File: src/rtl/pri_arbiter_n_if.sv
// Request/grant bundle for pri_arbiter_n. The requester side is the master
// (drives en, req, ack); the arbiter is the slave (drives the grant outputs).
interface pri_arbiter_n_if #(
    parameter int N = 8
);
    localparam int W = $clog2(N);

    logic         en;
    logic [N-1:0] req;
    logic         ack;
    logic [W-1:0] y;
    logic [N-1:0] gnt;
    logic         idc;
    logic [15:0]  gnt_cnt;

    modport master (
        output en, req, ack,
        input  y, gnt, idc, gnt_cnt
    );

    modport slave (
        input  en, req, ack,
        output y, gnt, idc, gnt_cnt
    );
endinterface

File: src/rtl/pri_arbiter_n.sv
// Registered N-way arbiter with handshaked grant.
// MODE 0: fixed priority, highest index wins.
// MODE 1: round-robin; ptr holds the last released winner, which gets the
//         lowest priority on the next search.
//
// state | meaning
// ------+--------------------------------------------------------
// IDLE  | no grant held; arbitrate when en=1 and any req is set
// BUSY  | grant held and frozen until ack (release) or en=0 (abort)
module pri_arbiter_n #(
    parameter int N    = 8,
    parameter int MODE = 0
) (
    input logic              clk,
    input logic              rst_n,
    pri_arbiter_n_if.slave   bus
);
    localparam int W = $clog2(N);

    localparam logic [0:0] IDLE = 1'b0;
    localparam logic [0:0] BUSY = 1'b1;

    logic [0:0]   state;
    logic [W-1:0] ptr;
    logic [W-1:0] y_q;
    logic [N-1:0] gnt_q;
    logic         idc_q;
    logic [15:0]  cnt_q;

    logic [W-1:0] win_any;
    logic [W-1:0] win_lo;
    logic         lo_found;
    logic [W-1:0] win;

    // Search order ptr-1 .. 0, N-1 .. ptr is the same as "highest requester
    // below ptr, otherwise highest requester overall". This wraps modulo N
    // for free, and with ptr=0 it reduces to plain highest-index priority.
    always_comb begin
        win_any  = '0;
        win_lo   = '0;
        lo_found = 1'b0;
        for (int i = 0; i < N; i++) begin
            if (bus.req[i]) begin
                win_any = W'(i);
                if (W'(i) < ptr) begin
                    win_lo   = W'(i);
                    lo_found = 1'b1;
                end
            end
        end
        win = lo_found ? win_lo : win_any;
    end

    // Grant FSM, output registers, round-robin pointer and completion counter.
    always_ff @(posedge clk or negedge rst_n) begin
        if (!rst_n) begin
            state <= IDLE;
            ptr   <= '0;
            y_q   <= '0;
            gnt_q <= '0;
            idc_q <= 1'b0;
            cnt_q <= '0;
        end else begin
            case (state)
                IDLE: begin
                    if (bus.en && (|bus.req)) begin
                        state <= BUSY;
                        y_q   <= win;
                        gnt_q <= N'(1) << win;
                        idc_q <= 1'b1;
                    end
                end
                BUSY: begin
                    if (!bus.en) begin
                        state <= IDLE;
                        y_q   <= '0;
                        gnt_q <= '0;
                        idc_q <= 1'b0;
                    end else if (bus.ack) begin
                        state <= IDLE;
                        y_q   <= '0;
                        gnt_q <= '0;
                        idc_q <= 1'b0;
                        cnt_q <= cnt_q + 16'd1;
                        if (MODE == 1) begin
                            ptr <= y_q;
                        end
                    end
                end
                default: begin
                    state <= IDLE;
                end
            endcase
        end
    end

    assign bus.y       = y_q;
    assign bus.gnt     = gnt_q;
    assign bus.idc     = idc_q;
    assign bus.gnt_cnt = cnt_q;

endmodule

File: src/flat_wrapper.sv
// flat-port wrapper written by rule: the top's interface ports become plain ports
module pri_arbiter_n_flat 
#(
    parameter int N    = 8,
    parameter int MODE = 0
)
  (clk, rst_n, bus_en, bus_req, bus_ack, bus_y, bus_gnt, bus_idc, bus_gnt_cnt);
  pri_arbiter_n_if #(.N(N)) bus_i ();
  input logic clk;
  input logic rst_n;
  input wire logic [$bits(bus_i.en)-1:0] bus_en;
  input wire logic [$bits(bus_i.req)-1:0] bus_req;
  input wire logic [$bits(bus_i.ack)-1:0] bus_ack;
  output wire logic [$bits(bus_i.y)-1:0] bus_y;
  output wire logic [$bits(bus_i.gnt)-1:0] bus_gnt;
  output wire logic [$bits(bus_i.idc)-1:0] bus_idc;
  output wire logic [$bits(bus_i.gnt_cnt)-1:0] bus_gnt_cnt;
  assign bus_i.en = bus_en;
  assign bus_i.req = bus_req;
  assign bus_i.ack = bus_ack;
  assign bus_y = bus_i.y;
  assign bus_gnt = bus_i.gnt;
  assign bus_idc = bus_i.idc;
  assign bus_gnt_cnt = bus_i.gnt_cnt;
  pri_arbiter_n #(.N(N), .MODE(MODE)) u_core (.clk(clk), .rst_n(rst_n), .bus(bus_i));
endmodule
File: config.mk
export PLATFORM = sky130hd
export DESIGN_NAME = pri_arbiter_n_flat
export DESIGN_NICKNAME = d
export VERILOG_FILES = /design/src/rtl/pri_arbiter_n_if.sv /design/src/rtl/pri_arbiter_n.sv /design/src/flat_wrapper.sv
export SDC_FILE = /design/constraint.sdc
export NUM_CORES = 1
export LEC_CHECK = 0
export CORE_UTILIZATION = 35
export CTS_CLUSTER_SIZE = 20
export DETAILED_ROUTE_END_ITERATION = 10
export GPL_TIMING_DRIVEN = 0
export MAX_ROUTING_LAYER = met4
export PLACE_DENSITY_LB_ADDON = 0.25
export SLEW_MARGIN = 40
export SYNTH_ARGS = -nofsm -noshare
export SYNTH_HDL_FRONTEND = slang
export SYNTH_SLANG_ARGS = --single-unit
File: constraint.sdc
create_clock -name clk -period 1.6 [get_ports clk]
set_input_delay 0.32 -clock clk [delete_from_list [all_inputs] [get_ports clk]]
set_output_delay 0.32 -clock clk [all_outputs]
set_load 0.05 [all_outputs]
==> impl_metrics.csv <==
group,metric,value,unit
drt,drtIter0Drc,44,
clock_tree,clk-insertion-delay-late,0.28,ns
drt,final_antenna_net_count,0,
die,initial_core_util,0.378,
drt,firstDrtPassIters,4,
setup_path,crit_path_start,"u_core.bus.gnt_cnt[0]$_DFFE_PN0P_",
setup_path,crit_arrival,1.23,ns
placement,dp.cells,195,
clock_tree,clk_pin_slew,0.06,ns
timing,clock.fmax,643,MHz
power_and_ir_drop,net-switching-power,0.780,mW
setup_path,crit_fanout,5,
die,ios,40,
timing,worst_pin_slew,0.758,ns
power_and_ir_drop,leakage,0.983,nW
setup_path,end_kind,"output pin",
clock_tree,tritoncts,"yes",
final_layout,syn_to_final_growth,45.1,%
grt,grt_pass1_wl,4810,µm
power_and_ir_drop,intPower,1.41,mW
timing,timing.hold.ws,0.0645,ns
timing,rsz0062_at_grt,"false",
final_layout,instances_no_fill,207,
timing,skew,0.00399,ns
die,core,3440,µm²
synth,synthXorXnorAreaFrac,0.101,
die,std_cell_rows,21,
power_and_ir_drop,switching_share,0.356,
synth,syn-num-nets,123,
die,fp.dieW,63.0,µm
setup_path,crit_family,"buffers and inverters",
synth,yosys-top-cells-area,"dfrtp_1, xnor2_1, xor2_1",
synth,synthDistinctLibCells,34,
final_layout,layout.cells.most_common_list,"dlygate4sd2_1, dfrtp_1, dfrtp_2",
synth,ys_warn_count,3,
status,run_status,"complete, no violations",
synth,yosys-mux-area-fraction,0.00865,
die,design.die.area,3970,µm²
timing,slew_headroom,0.488,
drt,totalWireLength,2740,µm
setup_path,path_buf_inv,1,
synth,synth.yosys.seq_area_share,0.557,
synth,synth_top_family_by_area,"simple AND/OR/NAND/NOR gates",
final_layout,final_common_cell,"dlygate4sd2_1",
setup_path,slowest_stage,"dlygate4sd2_1",
drt,vias,1029,
synth,synthAdderAreaFrac,0.00961,
timing,slew_viol_final,0,
setup_path,rr_startpoint,"u_core.bus.gnt_cnt[2]$_DFFE_PN0P_",
setup_path,path_cells,"dlygate4sd2_1",
timing,period_share,0.971,
clock_tree,ctsHoldBuffers,0,
power_and_ir_drop,pwr-share-seq,0.421,
timing,fin_crit,1.55,ns
final_layout,nets,173,
grt,grt_max_degree,30,
clock_tree,cts_root_buf,"clkbuf_8",
final_layout,n_antenna_cell,0,
synth,avgSynthCellArea,11.8,µm²
die,die_h,63.0,µm
final_layout,drive_above_1_share,0.248,
synth,synth_compound_area_frac,0.121,
power_and_ir_drop,power_density,1160,nW/µm²
final_layout,postLayoutCoreUtil,0.549,
setup_path,crit_type,"reg -> out",
placement,port_buffers,39,
power_and_ir_drop,peakVddDrop,733,µV
drt,wl_per_cell,13.2,µm
grt,grtUsageTotal,0.162,
synth,syn_inst,110,
run,maxCapViolCount,0,
synth,synth_top_area_share,0.557,
timing,hold_viol,0,
setup_path,cp-start-kind,"flip-flop",
drt,drc,0,
power_and_ir_drop,clockPowerShare,0.298,
clock_tree,htree_levels,2,
power_and_ir_drop,total_power,2.19,mW
clock_tree,clock_path_buffers,2,
placement,gp_congestion,0.762,
synth,synth_seq_cells,29,
synth,netlist_area,1300,µm²
timing,setup_viol,0,
grt,grt-ovfl-total,0,
grt,grt_pass1_vias,1026,
clock_tree,clkSinkCount,29,
synth,yosysTopAreaCell,"dfrtp_1",
setup_path,critical_path.max_stage_delay,0.54,ns
worst_hold_path,worstHoldPathType,"in -> async",
synth,synth-simple-area-share,0.183,
drt,avgViaCountPerCell,4.97,
grt,antenna_found_initial,0,
setup_path,required,1.28,ns
placement,hpwl,1970,µm
clock_tree,cts_buffers,5,
power_and_ir_drop,share_comb_of_total_power,0.280,
synth_stat cells, drive strengths merged:
cell type and count:
and2 1, o2bb2ai 2, a21o 1, o21ai 4, o31a 1, o311ai 1, and3 3, and4 2
xor2 6, and2b 2, nand4 3, xnor2 9, nor4b 1, nor3 1, nand3 9, nor4 1
o21ba 1, buf 1, dfrtp 29, a21oi 1, nor2b 2, ha 1, nor2 5, mux2 1
or4 2, inv 4, nand2b 2, a22o 3, a32o 4, nand2 7
power groups by stage:
stage	Combinational (mW)	Sequential [mW]	Clock (mW)
finish	0.613	0.923	0.653
global route	0.649	0.939	0.719
CTS	0.610	0.922	0.674
detailed placement	0.652	0.936	0
global placement	0.645	0.931	0
floorplan	0.142	1.19	0
logic make-up after synthesis:
logic type,Yosys count
xor+xnor,15
flops,29
fa+ha+maj,1
simple gates,41
buf+inv,5
compound gates,18
mux,1
repair_timing:
action                                 CTS  global route
setup endpoints to repair               42            15
buffers inserted                         2             1
resized for setup                       42             7
cloned                                   1             0
endpoints found under the hold margin    0             0
pin swaps                                6             5
stage by stage:
| stage | setup TNS [ns] | area (µm²) | setup WS, ns |
|---|---|---|---|
| 5_1_grt | 0 | 1890 | 0.00335 |
| 2_1_floorplan | 0 | 1330 | 0.0510 |
| 3_5_place_dp | -8.43 | 1770 | -0.541 |
| 3_3_place_gp | -15.58 | 1770 | -0.527 |
| 6_report | 0 | 1890 | 0.0457 |
| 4_1_cts | 0 | 1880 | 0.00811 |
layer usage:
layer,vias up,track usage,wire length [µm]
met5,-,-,0
met4,0,0.0785,64
met3,7,0.0584,178
met2,33,0.251,1260
met1,492,0.185,1240
li1,497,-,-
flip-flops by register name, summed over array words and instances (netlist names):
register and flops:
u_core.bus.gnt 8, u_core.state 1, u_core.bus.y 3, u_core.bus.idc 1
u_core.bus.gnt_cnt 16
final cells by class:
| type | instances | area, µm² |
|---|---|---|
| Timing Repair Buffer | 43 | 373 |
| Multi-Input combinational cell | 76 | 594 |
| Sequential cell | 29 | 738 |
| Tap cell | 46 | 57.6 |
| Clock inverter | 1 | 5.00 |
| Inverter | 4 | 15.0 |
| Fill cell | 316 | 1550 |
| Clock buffer | 7 | 96.3 |
| Buffer | 1 | 11.3 |
path summary, 6_finish.rpt:
path | end | slack [ns] | cells after the start
min | u_core.bus.gnt[3]$_DFFE_PN0P_ | 0.06 | 1
max reg2reg | u_core.bus.gnt_cnt[15]$_DFFE_PN0P_ | 0.13 | 4
max | bus_gnt_cnt[0] | 0.05 | 1
min reg2reg | u_core.bus.gnt_cnt[15]$_DFFE_PN0P_ | 0.48 | 1
min in group clk | u_core.bus.gnt_cnt[15]$_DFFE_PN0P_ | 0.48 | 1
max in group asynchronous | u_core.bus.gnt_cnt[7]$_DFFE_PN0P_ | 1.08 | 1
(Power assumes the default switching activity.)
